[src/rtl/stream_count_unit.sv]
// Start-triggered stream counter: latches a word count and mode, folds each accepted
// word into a signed running count (optionally saturating), then hands the result out.
module stream_count_unit #(
  parameter int WIDTH = 8,
  parameter int CNT_W = 32,
  parameter int LEN_W = 8,
  parameter bit SAT   = 1'b0
) (
  input  logic             clk,
  input  logic             rst,
  input  logic             start,
  input  logic [LEN_W-1:0] len,
  input  logic [1:0]       mode,
  input  logic [WIDTH-1:0] in_data,
  input  logic             in_valid,
  output logic             in_ready,
  output logic [CNT_W-1:0] out_data,
  output logic             out_valid,
  input  logic             out_ready,
  output logic [CNT_W-1:0] cnt,
  output logic             busy,
  output logic             ovf
);

  typedef enum logic [1:0] {IDLE, LOAD, READ, WRITE} state_t;

  state_t             state_q, state_d;
  logic [LEN_W-1:0]   remaining_q, remaining_d;
  logic [1:0]         mode_q, mode_d;
  logic [CNT_W-1:0]   cnt_q, cnt_d;
  logic               ovf_q, ovf_d;

  logic [CNT_W:0]     contrib;
  logic [CNT_W:0]     sumWide;
  logic               sumOvf;
  logic [CNT_W-1:0]   sumNext;

  // One extra bit of headroom lets the top two bits reveal signed overflow.
  always_comb begin
    contrib = '0;
    case (mode_q)
      2'd0: contrib = (CNT_W+1)'(1);
      2'd1: begin
        for (int i = 0; i < WIDTH; i++) begin
          contrib = contrib + (CNT_W+1)'(in_data[i]);
        end
      end
      2'd2: contrib = {{(CNT_W+1-WIDTH){in_data[WIDTH-1]}}, in_data};
      default: contrib = (CNT_W+1)'(in_data[WIDTH-1]);
    endcase

    sumWide = {cnt_q[CNT_W-1], cnt_q} + contrib;
    sumOvf  = sumWide[CNT_W] ^ sumWide[CNT_W-1];
    if (SAT && sumOvf) begin
      sumNext = sumWide[CNT_W] ? {1'b1, {(CNT_W-1){1'b0}}} : {1'b0, {(CNT_W-1){1'b1}}};
    end else begin
      sumNext = sumWide[CNT_W-1:0];
    end
  end

  always_comb begin
    state_d     = state_q;
    remaining_d = remaining_q;
    mode_d      = mode_q;
    cnt_d       = cnt_q;
    ovf_d       = ovf_q;
    case (state_q)
      IDLE: begin
        if (start) begin
          state_d     = LOAD;
          remaining_d = len;
          mode_d      = mode;
        end
      end
      LOAD: begin
        cnt_d   = '0;
        ovf_d   = 1'b0;
        state_d = (remaining_q != '0) ? READ : WRITE;
      end
      READ: begin
        if (in_valid) begin
          cnt_d       = sumNext;
          ovf_d       = ovf_q | sumOvf;
          remaining_d = remaining_q - LEN_W'(1);
          if (remaining_q == LEN_W'(1)) begin
            state_d = WRITE;
          end
        end
      end
      WRITE: begin
        if (out_ready) begin
          state_d = IDLE;
        end
      end
      default: state_d = IDLE;
    endcase
  end

  always_ff @(posedge clk) begin
    if (!rst) begin
      state_q     <= IDLE;
      remaining_q <= '0;
      mode_q      <= '0;
      cnt_q       <= '0;
      ovf_q       <= 1'b0;
    end else begin
      state_q     <= state_d;
      remaining_q <= remaining_d;
      mode_q      <= mode_d;
      cnt_q       <= cnt_d;
      ovf_q       <= ovf_d;
    end
  end

  // cnt holds its final value through WRITE, so the result port can mirror it directly.
  assign in_ready  = (state_q == READ);
  assign out_valid = (state_q == WRITE);
  assign busy      = (state_q != IDLE);
  assign cnt       = cnt_q;
  assign out_data  = cnt_q;
  assign ovf       = ovf_q;

endmodule

[config.mk]
export PLATFORM = sky130hd
export DESIGN_NAME = stream_count_unit
export DESIGN_NICKNAME = d
export VERILOG_FILES = /design/src/rtl/stream_count_unit.sv
export SDC_FILE = /design/constraint.sdc
export NUM_CORES = 1
export LEC_CHECK = 0
export BUFFER_PORTS_ARGS = -buffer_cell sky130_fd_sc_hd__buf_2
export CAP_MARGIN = 5
export CORE_UTILIZATION = 31
export DETAILED_ROUTE_END_ITERATION = 16
export PLACE_DENSITY_LB_ADDON = 0.05
export SYNTH_ARGS = -nofsm -noshare
export SYNTH_HDL_FRONTEND = slang
export SYNTH_SLANG_ARGS = --single-unit
[constraint.sdc]
create_clock -name clk -period 5.88 [get_ports clk]
set_clock_uncertainty 0.15 [all_clocks]
set_input_delay 0.294 -clock clk [delete_from_list [all_inputs] [get_ports clk]]
set_output_delay 0.294 -clock clk [all_outputs]
set_load 0.01 [all_outputs]
==> flow_summary.ini, run 1 <==
[die]
rows = 42
initial_utilization_pct = 31.7
core_um2 = 13200
fp.dieH_um = 118
die_area_um2 = 13900
boundaryPins = 91
die_w_um = 118

[worst_setup_path]
worst_ep_arrival_time_ns = 4.98
cpMaxStageDelayCell = fa_1
critPathMaxFanout = 3
start_kind = input port
required_ns = 5.91
crit_path_end_kind = flop
criticalPathCategory = input port to flop
cp_common_cell = fa_1
cp_slowest_stage_delay_ns = 0.55
crit_chain = buf_2, inv_1, fa_1, fa_1, fa_1, inv_1, ha_1, fa_1, a22o_1, fa_1, a211oi_1, o21bai_1, o2111ai_1, nand3_1, a221o_1, a21oi_1, xor2_1, o21ai_1

[synthesis]
seq_area_frac_synth_pct = 21.6
syn-num-nets = 587
synth_seq_cells = 45
ys_top_cells_by_area = dfxtp_1 (22%), ha_1 (13%), buf_4 (5.9%), a21oi_1 (4.9%), nor2b_1 (4.2%)
synth_cell_type_count = 60
synthTopCellsByCount = dfxtp_1 (45), ha_1 (42), a21oi_1 (41)
synth.most_common_cell = dfxtp_1
synth_cells = 517
synth-main-ff-cell = dfxtp_1
yosysWarningCount = 0
synth-async-reset-ratio_pct = 0
yosys.area.top_type = dfxtp_1
syn_area_per_cell_um2 = 8.08
synth_edf_count = 0
syn_area_um2 = 4180
synth.top_cell.area_share_pct = 21.6

[drt]
wl_um = 10700
drtPass1Iterations = 4
routedWlPerCell_um = 14.5
num_vias = 3755
drc = 0
ant_nets = 0
dr.first_iter.drc_count = 143
viasPerCell = 5.09

[sta]
finalSetupViolCount = 0
whs_ns = 0.108
finalCriticalPeriod_ns = 4.95
hold_viol = 0
relSlewSlack_pct = 34.2
final_min_period_over_clock_period_pct = 84.3
slew_viol_final = 0
worst_pin_slew_ns = 0.988
rsz0062_at_grt = false
timing.setup.tns_ns = 0
fmax_mhz = 202

[grt]
grt_max_degree = 37
antenna_found_initial = 0
grt_pass1_wl_um = 18100
track_usage_pct = 16.0
grt_pass1_vias = 3625
overflow = 0

[clock_network]
clockBufferDepth = 2
numCtsBuffers = 5
clkTransAtPathRegs_ns = 0.07
cts_setup_buffers = 0
clock_sinks = 45
clk_latency_ns = 0.30
cts_resized = 0
cts_tree = done
cts-root-buf = clkbuf_16
cts-htree-levels = 2
holdBufCountCts = 0

[layout]
num-fill-cells = 1389
stdcell_area_um2 = 4710
insertedDiodeCount = 0
area_growth_pct = 12.7
final_nets = 631
drive_gt1_share_pct = 20.6

[power]
irDropWorstVdd_mv = 0.244
p_leak_nw = 2.23
power_density_nw_per_um2 = 263

[status]
status = finished, final reports clean

[place]
place_hpwl_um = 8180
portBuffers = 90
dpl-instance-area_um2 = 4530
gp_congestion = 0.815

[min_path]
hold_class = input port to flop

[run]
timing.max_cap.violations = 0
==> metrics by stage <==
step	util [%]	worst slack [ns]	std cells	power [W]
after floorplan	-	1.06	517	0.000765
after global placement	34.4	0.624	730	0.000899
after detailed placement	34.4	0.580	730	0.000898
after global routing	35.7	0.651	738	0.00134
after CTS	35.7	0.884	738	0.00127
final	35.7	0.926	738	0.00124
==> cell type report <==
| type | instances | area (um2) | area share (%) |
|---|---|---|---|
| repair buffers | 92 | 465 | 9.88 |
| clock inverters | 2 | 37.5 | 0.797 |
| well taps | 176 | 220 | 4.67 |
| flip-flops and latches | 45 | 901 | 19.1 |
| inverters | 26 | 97.6 | 2.07 |
| multi-input cells | 391 | 2850 | 60.5 |
| clock buffers | 6 | 139 | 2.95 |
==> power breakdown <==
part | switching, W | internal (W)
Combinational | 0.000323 | 0.000187
Sequential | 0.0000354 | 0.000340
Clock | 0.000142 | 0.000213
==> registers in the layout, indices dropped and copies added, names as in the netlist <==
signal       cells
cnt             32
remaining_q      8
mode_q           2
state_q          2
ovf              1
==> cell families after synthesis <==
kind of cell | Yosys count | share of synthesized area [%]
AOI/OAI and AO/OA | 178 | 29.7
xor gates and xnor gates | 30 | 6.29
adders and majority gates | 47 | 15.0
buffers and inverters | 81 | 10.3
DFF | 45 | 21.6
muxes | 2 | 0.479
and+or+nand+nor | 134 | 16.6
==> worst max-delay path, delay by kind of cell <==
family / cells / cell delay, ns
adders and majority gates: 6 / 2.56
AOI/OAI and AO/OA: 7 / 1.59
and+or+nand+nor: 1 / 0.19
buffers and inverters: 3 / 0.17
xor gates and xnor gates: 1 / 0.17
==> final timing paths <==
check,from,endpoint,slack (ns),cells past startpoint
setup / recovery,in_data[0],cnt[30],0.93,18
hold / removal,mode[1],mode_q[1],0.11,3
setup reg to reg,mode_q[1],cnt[30],1.69,12
hold reg to reg,ovf,ovf,0.32,2
==> metal layers <==
layer | GRT usage, % | routed length [um] | part of all wire (%)
met1 | 20.7 | 5050 | 47
met2 | 26.7 | 5150 | 48
met3 | 3.59 | 417 | 3.9
met4 | 3.93 | 109 | 1.0
met5 | 0 | 0 | 0
==> cell usage in the layout (no fill, tap or decap), types with 6 or more instances in the layout <==
master / instances
o21ai_0: 33
xor2_1: 12
a21oi_1: 40
buf_2: 90
ha_1: 42
a31oi_1: 8
xnor2_1: 18
o21bai_1: 6
inv_1: 26
nor2_1: 19
a22oi_1: 21
dfxtp_1: 45
nand3_1: 10
nor2b_1: 28
a21o_1: 13
nand2_1: 38
and2_1: 8
and3_1: 8
o21ai_1: 7
(Power assumes the default switching activity.)
==> run 2, diff against run 1 <==
Clock period 5.88 ns to 4.4 ns, I/O delays scaled along.
==> run 2 against run 1 <==
  * The run now ends with setup timing left
  * Wire length up 4.5%
  * First-iteration DRC count up 4.9%
  * Combinational power up 42%
  * Register-to-register slack worse by 0.87 ns
  * Core utilization up 2.8 points
  * Critical path type unchanged
  * Highest routed layer unchanged
==> flow_summary.ini, run 2 (synthesized netlist as in run 1, its figures left out) <==
[drt]
dr.first_iter.drc_count = 150
viasPerCell = 5.09
ant_nets = 0
drc = 0
num_vias = 3901
wl_um = 11200
routedWlPerCell_um = 14.6
drtPass1Iterations = 4

[grt]
grt_pass1_vias = 3744
track_usage_pct = 16.7
grt_max_degree = 37
antenna_found_initial = 0
overflow = 0
grt_pass1_wl_um = 18700

[clock_network]
clk_latency_ns = 0.30
clkTransAtPathRegs_ns = 0.07
numCtsBuffers = 5
cts-root-buf = clkbuf_16
cts_tree = done
cts-htree-levels = 2
clock_sinks = 45
clockBufferDepth = 2

[sta]
final_min_period_over_clock_period_pct = 102
finalSetupViolCount = 6
rsz0062_at_grt = true
worst_pin_slew_ns = 0.648
fmax_mhz = 224
timing.setup.tns_ns = -0.172
finalCriticalPeriod_ns = 4.47
layout_setup_ws_ns = -0.0711
slew_viol_final = 0
whs_ns = 0.0333
hold_viol = 0
relSlewSlack_pct = 56.8

[layout]
final_nets = 659
drive_gt1_share_pct = 28.8
largest_reg_flops = 32
num-fill-cells = 1388
insertedDiodeCount = 0
mostFrequentLayoutCells = buf_2 (88), dfxtp_1 (45), ha_1 (40), a21oi_1 (38), nand2_1 (38)
stdcell_area_um2 = 5080
area_growth_pct = 21.5
final_common_cell = buf_2

[run]
timing.max_cap.violations = 0

[place]
gp_congestion = 0.814
pre_cts_ws_ns = -0.567
portBuffers = 90
dpl-instance-area_um2 = 4740
place_hpwl_um = 8340

[worst_setup_path]
critPathMaxFanout = 3
reg2reg_from = mode_q[1]
crit_path_end_kind = flop
timing.rr.end = cnt[30]
worstRegToRegCells = 13
start_kind = input port
crit_chain = buf_6, inv_4, fa_1, fa_1, fa_1, inv_1, ha_2, fa_2, xor2_1, a22o_1, ha_4, o211ai_1, o21ai_2, o21a_1, a311oi_4, a21oi_4, a31oi_4, o21ai_1, a211o_1
cp_slowest_stage_delay_ns = 0.54
cp_common_cell = fa_1
worst_ep_arrival_time_ns = 4.52
required_ns = 4.45
cpMaxStageDelayCell = fa_1
criticalPathCategory = input port to flop
reg2reg_setup_slack_ns = 0.82

[die]
rows = 42
die_area_um2 = 13900
die_w_um = 118
core_um2 = 13200
initial_utilization_pct = 31.7
boundaryPins = 91
fp.dieH_um = 118

[status]
status = finished, violations left
violations = setup timing

[power]
power_density_nw_per_um2 = 324
p_leak_nw = 2.41
irDropWorstVdd_mv = 0.363

[min_path]
min_path_cells = 3
hold_class = input port to flop
hold_end = mode_q[1]
min_from = mode[1]
[run 2: through the flow]
| step | std cells | utilization (%) | power (W) |
|---|---|---|---|
| global route | 766 | 38.5 | 0.00178 |
| finish | 766 | 38.5 | 0.00164 |
| CTS | 763 | 37.7 | 0.00166 |
| floorplan | 517 | - | 0.00103 |
| detailed placement | 751 | 35.9 | 0.00123 |
| global placement | 751 | 35.9 | 0.00122 |
[run 2: final cells by class]
cell class	instances	area, um2	area share [%]
sequential	45	901	17.7
multi-input combinational	391	3000	59.2
inverter	26	108	2.12
timing repair buffer	120	692	13.6
clock inverter	2	13.8	0.271
clock buffer	6	139	2.74
tap	176	220	4.34
[run 2: repair_timing]
item / in CTS / in global routing
buffers inserted: 4 / 3
hold buffers: 0 / 0
pin swaps: 17 / 24
setup endpoints to repair: 16 / 20
gates resized for setup: 13 / 17
[run 2: metal layers]
metal	GRT usage, %	vias up	wire length (um)
li1	-	1986	-
met5	0	-	0
met3	2.66	10	445
met2	27.6	92	5250
met1	21.6	1813	5320
met4	6.65	0	193
[run 2: where the power goes]
part | total (W) | switching, W | leakage (nW) | internal [W]
sequential | 0.000503 | 0.0000478 | 0.365 | 0.000455
clock | 0.000416 | 0.000189 | 0.0768 | 0.000227
combinational | 0.000724 | 0.000452 | 1.96 | 0.000272
total | 0.00164 | 0.000689 | 2.41 | 0.000954
[run 2: worst max-delay path by stage]
stage                          start       to  depth (start not counted)
after floorplan           in_data[3]  cnt[25]                         18
after global placement    in_data[3]  cnt[25]                         19
after detailed placement  in_data[3]  cnt[31]                         19
after CTS                 in_data[0]  cnt[30]                         18
after global routing      in_data[0]  cnt[30]                         18
final                     in_data[0]  cnt[29]                         19
[run 2: critical path: cells and delay by family]
kind	cells	cell delay (ns)
adders and majority gates	6	2.24
AOI/OAI and AO/OA	9	1.76
xor gates and xnor gates	1	0.17
buffers and inverters	3	0.14
